$ cat src/rtl/mem_port_arbiter_pkg.sv
// rtl/mem_port_arbiter_pkg.sv - shared widths, owner-tag encodings and latency bounds for the memory port arbiter
package mem_port_arbiter_pkg;

  localparam int REG_BUS    = 32;
  localparam int RD_LAT_MIN = 1;
  localparam int RD_LAT_MAX = 4;

  // Owner of an in-flight memory read; stores and idle cycles carry TAG_NONE.
  typedef enum logic [1:0] {
    TAG_NONE = 2'b00,
    TAG_IF   = 2'b01,
    TAG_LS   = 2'b10
  } tag_t;

  typedef enum logic {
    WIN_IF = 1'b0,
    WIN_LS = 1'b1
  } win_t;

endpackage

$ cat src/rtl/mem_arb_rsp_pipe.sv
// rtl/mem_arb_rsp_pipe.sv - RD_LAT-deep owner-tag shift register with per-port rvalid decode
module mem_arb_rsp_pipe
  import mem_port_arbiter_pkg::*;
#(
  parameter int RD_LAT = 1
) (
  input  logic       clk,
  input  logic       rst,
  input  logic [1:0] push_tag,
  output logic       if_rvalid,
  output logic       ls_rvalid
);

  logic [1:0] pipe [RD_LAT];

  // Reset flushes every in-flight tag so no response is reported for dropped reads.
  always_ff @(posedge clk or negedge rst) begin
    if (!rst) begin
      for (int i = 0; i < RD_LAT; i++) begin
        pipe[i] <= TAG_NONE;
      end
    end else begin
      pipe[0] <= push_tag;
      for (int i = 1; i < RD_LAT; i++) begin
        pipe[i] <= pipe[i-1];
      end
    end
  end

  assign if_rvalid = (pipe[RD_LAT-1] == TAG_IF);
  assign ls_rvalid = (pipe[RD_LAT-1] == TAG_LS);

endmodule

$ cat src/rtl/mem_port_arbiter.sv
// rtl/mem_port_arbiter.sv - single-port memory arbiter between fetch and load/store ports (optional MEM_ARB_FAIR_EN alternation)
module mem_port_arbiter
  import mem_port_arbiter_pkg::*;
#(
  parameter int RD_LAT = 1,
  parameter int AW     = 32
) (
  input  logic               clk,
  input  logic               rst,
  input  logic               if_req,
  input  logic [AW-1:0]      if_addr,
  output logic               if_gnt,
  output logic               if_rvalid,
  output logic [REG_BUS-1:0] if_rdata,
  input  logic               ls_req,
  input  logic               ls_we,
  input  logic [AW-1:0]      ls_addr,
  input  logic [REG_BUS-1:0] ls_wdata,
  input  logic [3:0]         ls_wstrb,
  output logic               ls_gnt,
  output logic               ls_rvalid,
  output logic [REG_BUS-1:0] ls_rdata,
  output logic               mem_ce,
  output logic               mem_we,
  output logic [AW-3:0]      mem_addr,
  output logic [REG_BUS-1:0] mem_wdata,
  output logic [3:0]         mem_wstrb,
  input  logic [REG_BUS-1:0] mem_rdata
);

  logic       if_win;
  logic       ls_win;
  logic [1:0] push_tag;
  logic       unused_addr_lsb;

`ifdef MEM_ARB_FAIR_EN
  win_t last_win;

  // Under contention, IF takes the slot right after an LS grant, so the ports alternate.
  always_comb begin
    ls_win = rst & ls_req & ~(if_req & (last_win == WIN_LS));
    if_win = rst & if_req & ~ls_win;
  end

  always_ff @(posedge clk or negedge rst) begin
    if (!rst) begin
      last_win <= WIN_IF;
    end else if (ls_win) begin
      last_win <= WIN_LS;
    end else if (if_win) begin
      last_win <= WIN_IF;
    end
  end
`else
  always_comb begin
    ls_win = rst & ls_req;
    if_win = rst & if_req & ~ls_req;
  end
`endif

  assign if_gnt    = if_win;
  assign ls_gnt    = ls_win;
  assign mem_ce    = if_win | ls_win;
  assign mem_we    = ls_win & ls_we;
  assign mem_addr  = ls_win ? ls_addr[AW-1:2] : if_addr[AW-1:2];
  assign mem_wdata = ls_wdata;
  assign mem_wstrb = (ls_win & ls_we) ? ls_wstrb : 4'b0000;

  always_comb begin
    push_tag = TAG_NONE;
    if (ls_win && !ls_we) begin
      push_tag = TAG_LS;
    end else if (if_win) begin
      push_tag = TAG_IF;
    end
  end

  mem_arb_rsp_pipe #(
    .RD_LAT(RD_LAT)
  ) u_rsp_pipe (
    .clk      (clk),
    .rst      (rst),
    .push_tag (push_tag),
    .if_rvalid(if_rvalid),
    .ls_rvalid(ls_rvalid)
  );

  assign if_rdata = mem_rdata;
  assign ls_rdata = mem_rdata;

  assign unused_addr_lsb = ^{if_addr[1:0], ls_addr[1:0]};

endmodule

$ cat config.mk
export PLATFORM = sky130hd
export DESIGN_NAME = mem_port_arbiter
export DESIGN_NICKNAME = d
export VERILOG_FILES = /design/src/rtl/mem_port_arbiter_pkg.sv /design/src/rtl/mem_arb_rsp_pipe.sv /design/src/rtl/mem_port_arbiter.sv
export SDC_FILE = /design/constraint.sdc
export NUM_CORES = 1
export LEC_CHECK = 0
export CORE_AREA = 5 5 103 105
export DETAILED_ROUTE_END_ITERATION = 12
export DIE_AREA = 0 0 108 110
export PLACE_DENSITY = 0.61
export SLEW_MARGIN = 20
export SYNTH_ARGS = -nofsm -noshare
export SYNTH_HDL_FRONTEND = slang
export SYNTH_SLANG_ARGS = --single-unit
$ cat constraint.sdc
create_clock -name clk -period 1.35 [get_ports clk]
set_input_delay 0.27 -clock clk [delete_from_list [all_inputs] [get_ports clk]]
set_output_delay 0.27 -clock clk [all_outputs]
set_load 0.05 [all_outputs]
==> run_results.csv, run 1 <==
group,metric,value,unit
route,vias_per_cell,3.13,
logic_synthesis,syn-instance-count,145,
placed_design,hpwlAfterDp,3.26,mm
logic_synthesis,ys_seq_elements,2,
layout,diodes,0,
layout,largest_reg_flops,2,
critical_path,cp.arrival,1.17,ns
critical_path,critPathRequiredTime,1.08,ns
layout,multi_input_area,554,sq um
sta,rsz0062_at_grt,"yes",
layout,ff_latch_area,50.0,sq um
layout,layout-drive-gt1-share,0.561,
grt,overflow,0,
power,irDropWorstVdd,0.163,mV
grt,grt_pass1_vias,1083,
critical_path,path_max_fanout,5,
floorplan,rows,36,
route,post_drt_wl_per_cell,14.1,microns
clock_tree,clockRootBuffer,"clkbuf_8",
logic_synthesis,synth_top_area_frac,0.544,
placed_design,io_buffers,108,
sta,hold_violations,0,
layout,num-nets-final,312,
layout,fin_util,0.242,
sta,post-route-min-period,1.44,ns
clock_tree,clk_pin_slew,0.03,ns
logic_synthesis,synth_fp_nets,282,
logic_synthesis,yosys-top-cells-area,"buf_4 (54%), mux2_4 (32%), dfrtp_1 (3.8%), buf_6 (2.6%), and2_1 (1.9%)",
sta,fmax,0.695,GHz
logic_synthesis,ys_warn_count,0,
grt,grt_pass1_wl,5.82,mm
placed_design,globalplace.congestion,0.648,
worst_hold_path,hold_end,"u_rsp_pipe.pipe[0]$_DFF_PN0_",
grt,grt_antenna_before_repair,0,
clock_tree,cts_tree,"done",
layout,fill_cells,1015,
outcome,outcome,"complete, but fails checks",
logic_synthesis,ys_seq_area_frac,0.0378,
route,vias,959,
layout,top_regs,"u_rsp_pipe.pipe: 2 flops",
sta,layout_setup_ws,-0.0883,ns
logic_synthesis,synth_most_common_cell,"buf_4",
worst_hold_path,worstHoldStart,"ls_req",
route,dr.pass1.iters,4,
clock_tree,clock_sinks,2,
power,p_total,1.29,mW
floorplan,die_h,110,microns
logic_synthesis,ys_async_sr_fraction,1.00,
clock_tree,cts.htree.levels,1,
sta,finalSetupViolations,30,
floorplan,die-width,108,microns
clock_tree,cts_buffer_depth,2,
grt,grt_max_degree,8,
power,power_density,560,mW/mm^2
sta,worstMarginPinSlew,0.213,ns
route,finalWirelength,4.32,mm
logic_synthesis,synth_edf_count,0,
sta,slew_headroom,0.858,
logic_synthesis,ys.flop_type,"dfrtp_1",
clock_tree,cts_buffers,3,
worst_hold_path,hp-class,"in2reg",
logic_synthesis,synth.distinct_cells,13,
floorplan,start_util,0.139,
route,drt.antenna.violating_nets,0,
floorplan,io_pins,273,
critical_path,crit_type,"in2out",
logic_synthesis,synth_area,0.00132,sq mm
job,cap_violations,0,
logic_synthesis,synth_top_area_cell,"buf_4",
route,drt-initial-drc-count,13,
outcome,violations,"negative setup slack",
logic_synthesis,synthTopCellsByCount,"buf_4 (96), mux2_4 (28), and2_1 (4), buf_6 (3), nor2_1 (3)",
sta,timing.hold.ws,0.369,ns
layout,top_register,"u_rsp_pipe.pipe",
grt,grt_use_total,0.0635,
logic_synthesis,syn_avg_cell_area,9.13,sq um
critical_path,cp-end-kind,"output port",
sta,period_share,1.07,
floorplan,fp.dieArea,0.0119,sq mm
sta,slew_violations,0,
route,drc,0,
critical_path,crit_path_start_kind,"input pin",
floorplan,core,0.00955,sq mm
worst_hold_path,hold_depth,3,
placed_design,place_ws,-0.493,ns
power,leakage,1.09,nW
layout,area_growth_syn_to_layout,74.6,%
[critical path, cell delays in order]
cell,delay [ns]
buf_8,0.11
nand2_8,0.08
buf_6,0.13
buf_16,0.12
mux2_4,0.31
buf_8,0.15
[per-layer routing]
layer  vias up  share of wire  track usage
met5         -              0            0
met4         0          0.040       0.0460
met3        31           0.14       0.0268
met2        87           0.50        0.109
met1       414           0.32       0.0614
li1        427              -            -
[layout make-up]
type | instances | share of cell area
clock buffers | 3 | 0.0179
well taps | 133 | 0.0720
multi-input cells | 43 | 0.240
flip-flops and latches | 2 | 0.0217
repair buffers | 124 | 0.647
inverters | 1 | 0.00162
[cell families after synthesis]
kind of cell / count (synthesis) / synth area share
buf+inv: 100 / 0.573
simple gates: 12 / 0.0491
flops: 2 / 0.0378
mux: 30 / 0.335
compound gates: 1 / 0.00567
[how the worst max path moves through the flow]
| stage | from | endpoint | depth (start not counted) |
|---|---|---|---|
| 3_5_place_dp | rst | mem_addr[6] | 5 |
| 3_3_place_gp | rst | mem_addr[29] | 5 |
| 6_report | ls_req | mem_addr[10] | 6 |
| 2_1_floorplan | u_rsp_pipe.pipe[1]$_DFF_PN0_ | if_rvalid | 1 |
| 5_1_grt | ls_req | mem_addr[7] | 6 |
| 4_1_cts | ls_req | mem_addr[7] | 6 |
[placed cells by master, fill, tap and decap left out, drive strengths merged]
| master | instances |
|---|---|
| dlygate4sd2 | 3 |
| o21a | 1 |
| dfrtp | 2 |
| buf | 57 |
| clkdlybuf4s50 | 57 |
| dlygate4sd3 | 1 |
| nand2 | 2 |
| inv | 1 |
| mux2 | 30 |
| and2 | 4 |
| nor2b | 2 |
| dlymetal6s2s | 6 |
| and3 | 1 |
| clkbuf | 3 |
| nor2 | 3 |
[timing repair]
action	in CTS	in global routing
hold endpoints to repair	2	0
buffers inserted	6	1
pin swaps	4	0
gates cloned	4	0
setup endpoints to repair	38	30
gates resized for setup	64	9
hold buffers	1	0
[metrics by stage]
stage	instance area [sq um]	setup TNS [ns]	cells
final	2310	-1.68	306
after floorplan	1330	0	145
after CTS	2340	-2.38	308
after global routing	2310	-2.28	306
after global placement	1950	-16.49	294
after detailed placement	1950	-16.74	294
[power breakdown]
part / total (mW) / internal [mW] / switching, mW
combinational: 0.999 / 0.537 / 0.463
clock: 0.232 / 0.188 / 0.0436
sequential: 0.0636 / 0.0627 / 0.000821
total: 1.29 / 0.788 / 0.507
(Power assumes the default switching activity.)
==> run 2, diff against run 1 <==
--- a/config.mk
+++ b/config.mk
@@ -5,10 +5,10 @@
 export SDC_FILE = /design/constraint.sdc
 export NUM_CORES = 1
 export LEC_CHECK = 0
-export CORE_AREA = 5 5 103 105
+export CORE_AREA = 2 2 106 108
 export DETAILED_ROUTE_END_ITERATION = 12
 export DIE_AREA = 0 0 108 110
-export PLACE_DENSITY = 0.61
+export PLACE_DENSITY = 0.55
 export SLEW_MARGIN = 20
 export SYNTH_ARGS = -nofsm -noshare
 export SYNTH_HDL_FRONTEND = slang
==> run 2 against run 1 <==
Effect of this change: the flow still finishes with violations (negative setup slack); flip-flop and latch count unchanged; cell area increased by 0.27%; combinational power about the same; clock-buffer cell count unchanged; worst setup slack got worse by 0.012 ns; critical endpoint is now mem_addr[20]; highest routed layer unchanged.
==> run_results.csv, run 2 (synthesis gave the netlist of run 1 again) <==
group,metric,value,unit
layout,final_cell_mix,"clkdlybuf4s50_1 (58), mux2_4 (30), buf_6 (23), buf_8 (12), buf_12 (12)",
sta,slew_headroom,0.801,
clock_tree,cts_tree,"done",
floorplan,die_h,110,microns
power,power.switching,0.504,mW
route,drt.antenna.violating_nets,0,
grt,grt_max_degree,10,
sta,period_share,1.07,
sta,rsz0062_at_grt,"yes",
grt,grt_use_total,0.0606,
sta,hold_violations,0,
sta,finalSetupViolations,29,
route,vias_per_cell,3.14,
critical_path,crit_top_cell,"buf_8",
power,seqPwrFrac,0.049,
outcome,outcome,"complete, but fails checks",
floorplan,die-width,108,microns
placed_design,globalplace.congestion,0.555,
sta,post-route-min-period,1.45,ns
grt,grt_pass1_vias,1049,
critical_path,cp.arrival,1.18,ns
sta,worstMarginPinSlew,0.298,ns
power,irDropWorstVdd,0.540,mV
critical_path,critPathRequiredTime,1.08,ns
clock_tree,clock_sinks,2,
floorplan,core,0.0107,sq mm
critical_path,slowest_delay,0.31,ns
sta,fmax,0.689,GHz
route,vias,979,
clock_tree,cts_buffers,3,
layout,final_common_cell,"clkdlybuf4s50_1",
floorplan,start_util,0.124,
floorplan,io_pins,273,
route,finalWirelength,4.05,mm
grt,grt_pass1_wl,5.56,mm
layout,num-nets-final,311,
critical_path,crit_type,"in2out",
outcome,violations,"negative setup slack",
placed_design,io_buffers,108,
layout,top_regs,"u_rsp_pipe.pipe: 2 flops",
clock_tree,clockRootBuffer,"clkbuf_8",
sta,layout_setup_ws,-0.101,ns
power,power_density,557,mW/mm^2
grt,overflow,0,
power,swShare,0.391,
placed_design,place_ws,-0.534,ns
critical_path,crit_path_start_kind,"input pin",
floorplan,rows,38,
clock_tree,cts.htree.levels,1,
route,drc,0,
critical_path,path_max_fanout,5,
layout,top_register,"u_rsp_pipe.pipe",
layout,layout-drive-gt1-share,0.558,
clock_tree,cts_buffer_depth,2,
clock_tree,clk_pin_slew,0.03,ns
power,p_total,1.29,mW
grt,grt_antenna_before_repair,0,
layout,area_growth_syn_to_layout,75.0,%
critical_path,worstPathCellList,"buf_8 > nand2_8 > buf_8 > buf_12 > mux2_4 > buf_8",
power,leakage,1.07,nW
critical_path,slowest_stage,"mux2_4",
route,dr.pass1.iters,3,
power,pwr-share-clk,0.179,
power,intPower,0.786,mW
worst_hold_path,hp-class,"in2reg",
floorplan,fp.dieArea,0.0119,sq mm
critical_path,cp-end-kind,"output port",
layout,diodes,0,
layout,largest_reg_flops,2,
job,cap_violations,0,
route,post_drt_wl_per_cell,13.0,microns
power,pwr-share-comb,0.772,
route,drt-initial-drc-count,30,
sta,slew_violations,0,
run 2: changes by cell type in the layout (fill, tap and decap cells not counted), sizes merged:
cell and change:
dlygate4sd2 +3, dlymetal6s2s -4, clkdlybuf4s50 +1, clkbuf +1, buf -2
run 2: power by group through the flow:
stage | sequential, mW | combinational [mW] | clock [mW]
6_report | 0.0637 | 0.996 | 0.231
5_1_grt | 0.0642 | 1.04 | 0.244
4_1_cts | 0.0636 | 0.984 | 0.239
3_5_place_dp | 0.0642 | 0.854 | 0
3_3_place_gp | 0.0642 | 0.852 | 0
2_1_floorplan | 0.0641 | 1.23 | 0
run 2: layout make-up:
cell class	count	area [sq um]
clock buffer	3	41.3
fill	1159	8380
inverter	1	3.75
multi-input combinational	43	554
sequential	2	50.0
tap	140	175
timing repair buffer	123	1490
run 2: through the flow:
stage / util / hold slack (ns) / instance area [sq um] / setup TNS (ns) / std cells
floorplan: - / -0.0256 / 1330 / 0 / 145
finish: 0.217 / 0.358 / 2320 / -2.09 / 312
global placement: 0.179 / 0.540 / 1920 / -18.18 / 299
CTS: 0.211 / 0.349 / 2260 / -2.68 / 310
global route: 0.217 / 0.371 / 2320 / -2.75 / 312
detailed placement: 0.179 / 0.540 / 1920 / -18.07 / 299
run 2: path summary, 6_finish.rpt:
path                         from                           end  slack (ns)  cells past startpoint
max in group asynchronous     rst  u_rsp_pipe.pipe[0]$_DFF_PN0_        0.70                      3
worst min-delay path       ls_req  u_rsp_pipe.pipe[0]$_DFF_PN0_        0.36                      3
worst max-delay path          rst                  mem_addr[20]       -0.10                      6
min in group asynchronous     rst  u_rsp_pipe.pipe[1]$_DFF_PN0_        0.52                      3
run 2: critical path, delay by kind of cell:
kind          cells  cell delay [ns]
buf+inv           4             0.51
mux               1             0.31
simple gates      1             0.09
run 2: what timing repair did:
item | CTS | global route
gates resized for setup | 67 | 10
pin swaps | 8 | 1
hold endpoints to repair | 2 | 0
setup endpoints to repair | 38 | 29
setup buffers | 4 | 2
cloned | 3 | 1
hold buffers | 1 | 0
run 2: metal layers:
layer  share of wire  GRT usage
met1            0.31     0.0599
met2            0.50      0.110
met3            0.16     0.0270
met4           0.039     0.0275
met5               0          0
==> run 3, diff against run 2 <==
--- a/config.mk
+++ b/config.mk
@@ -6,6 +6,7 @@
 export NUM_CORES = 1
 export LEC_CHECK = 0
 export CORE_AREA = 2 2 106 108
+export CTS_CLUSTER_SIZE = 16
 export DETAILED_ROUTE_END_ITERATION = 12
 export DIE_AREA = 0 0 108 110
 export PLACE_DENSITY = 0.55
==> results of run 3 <==
Final layout, timing and power as in run 2 (identical DEF).
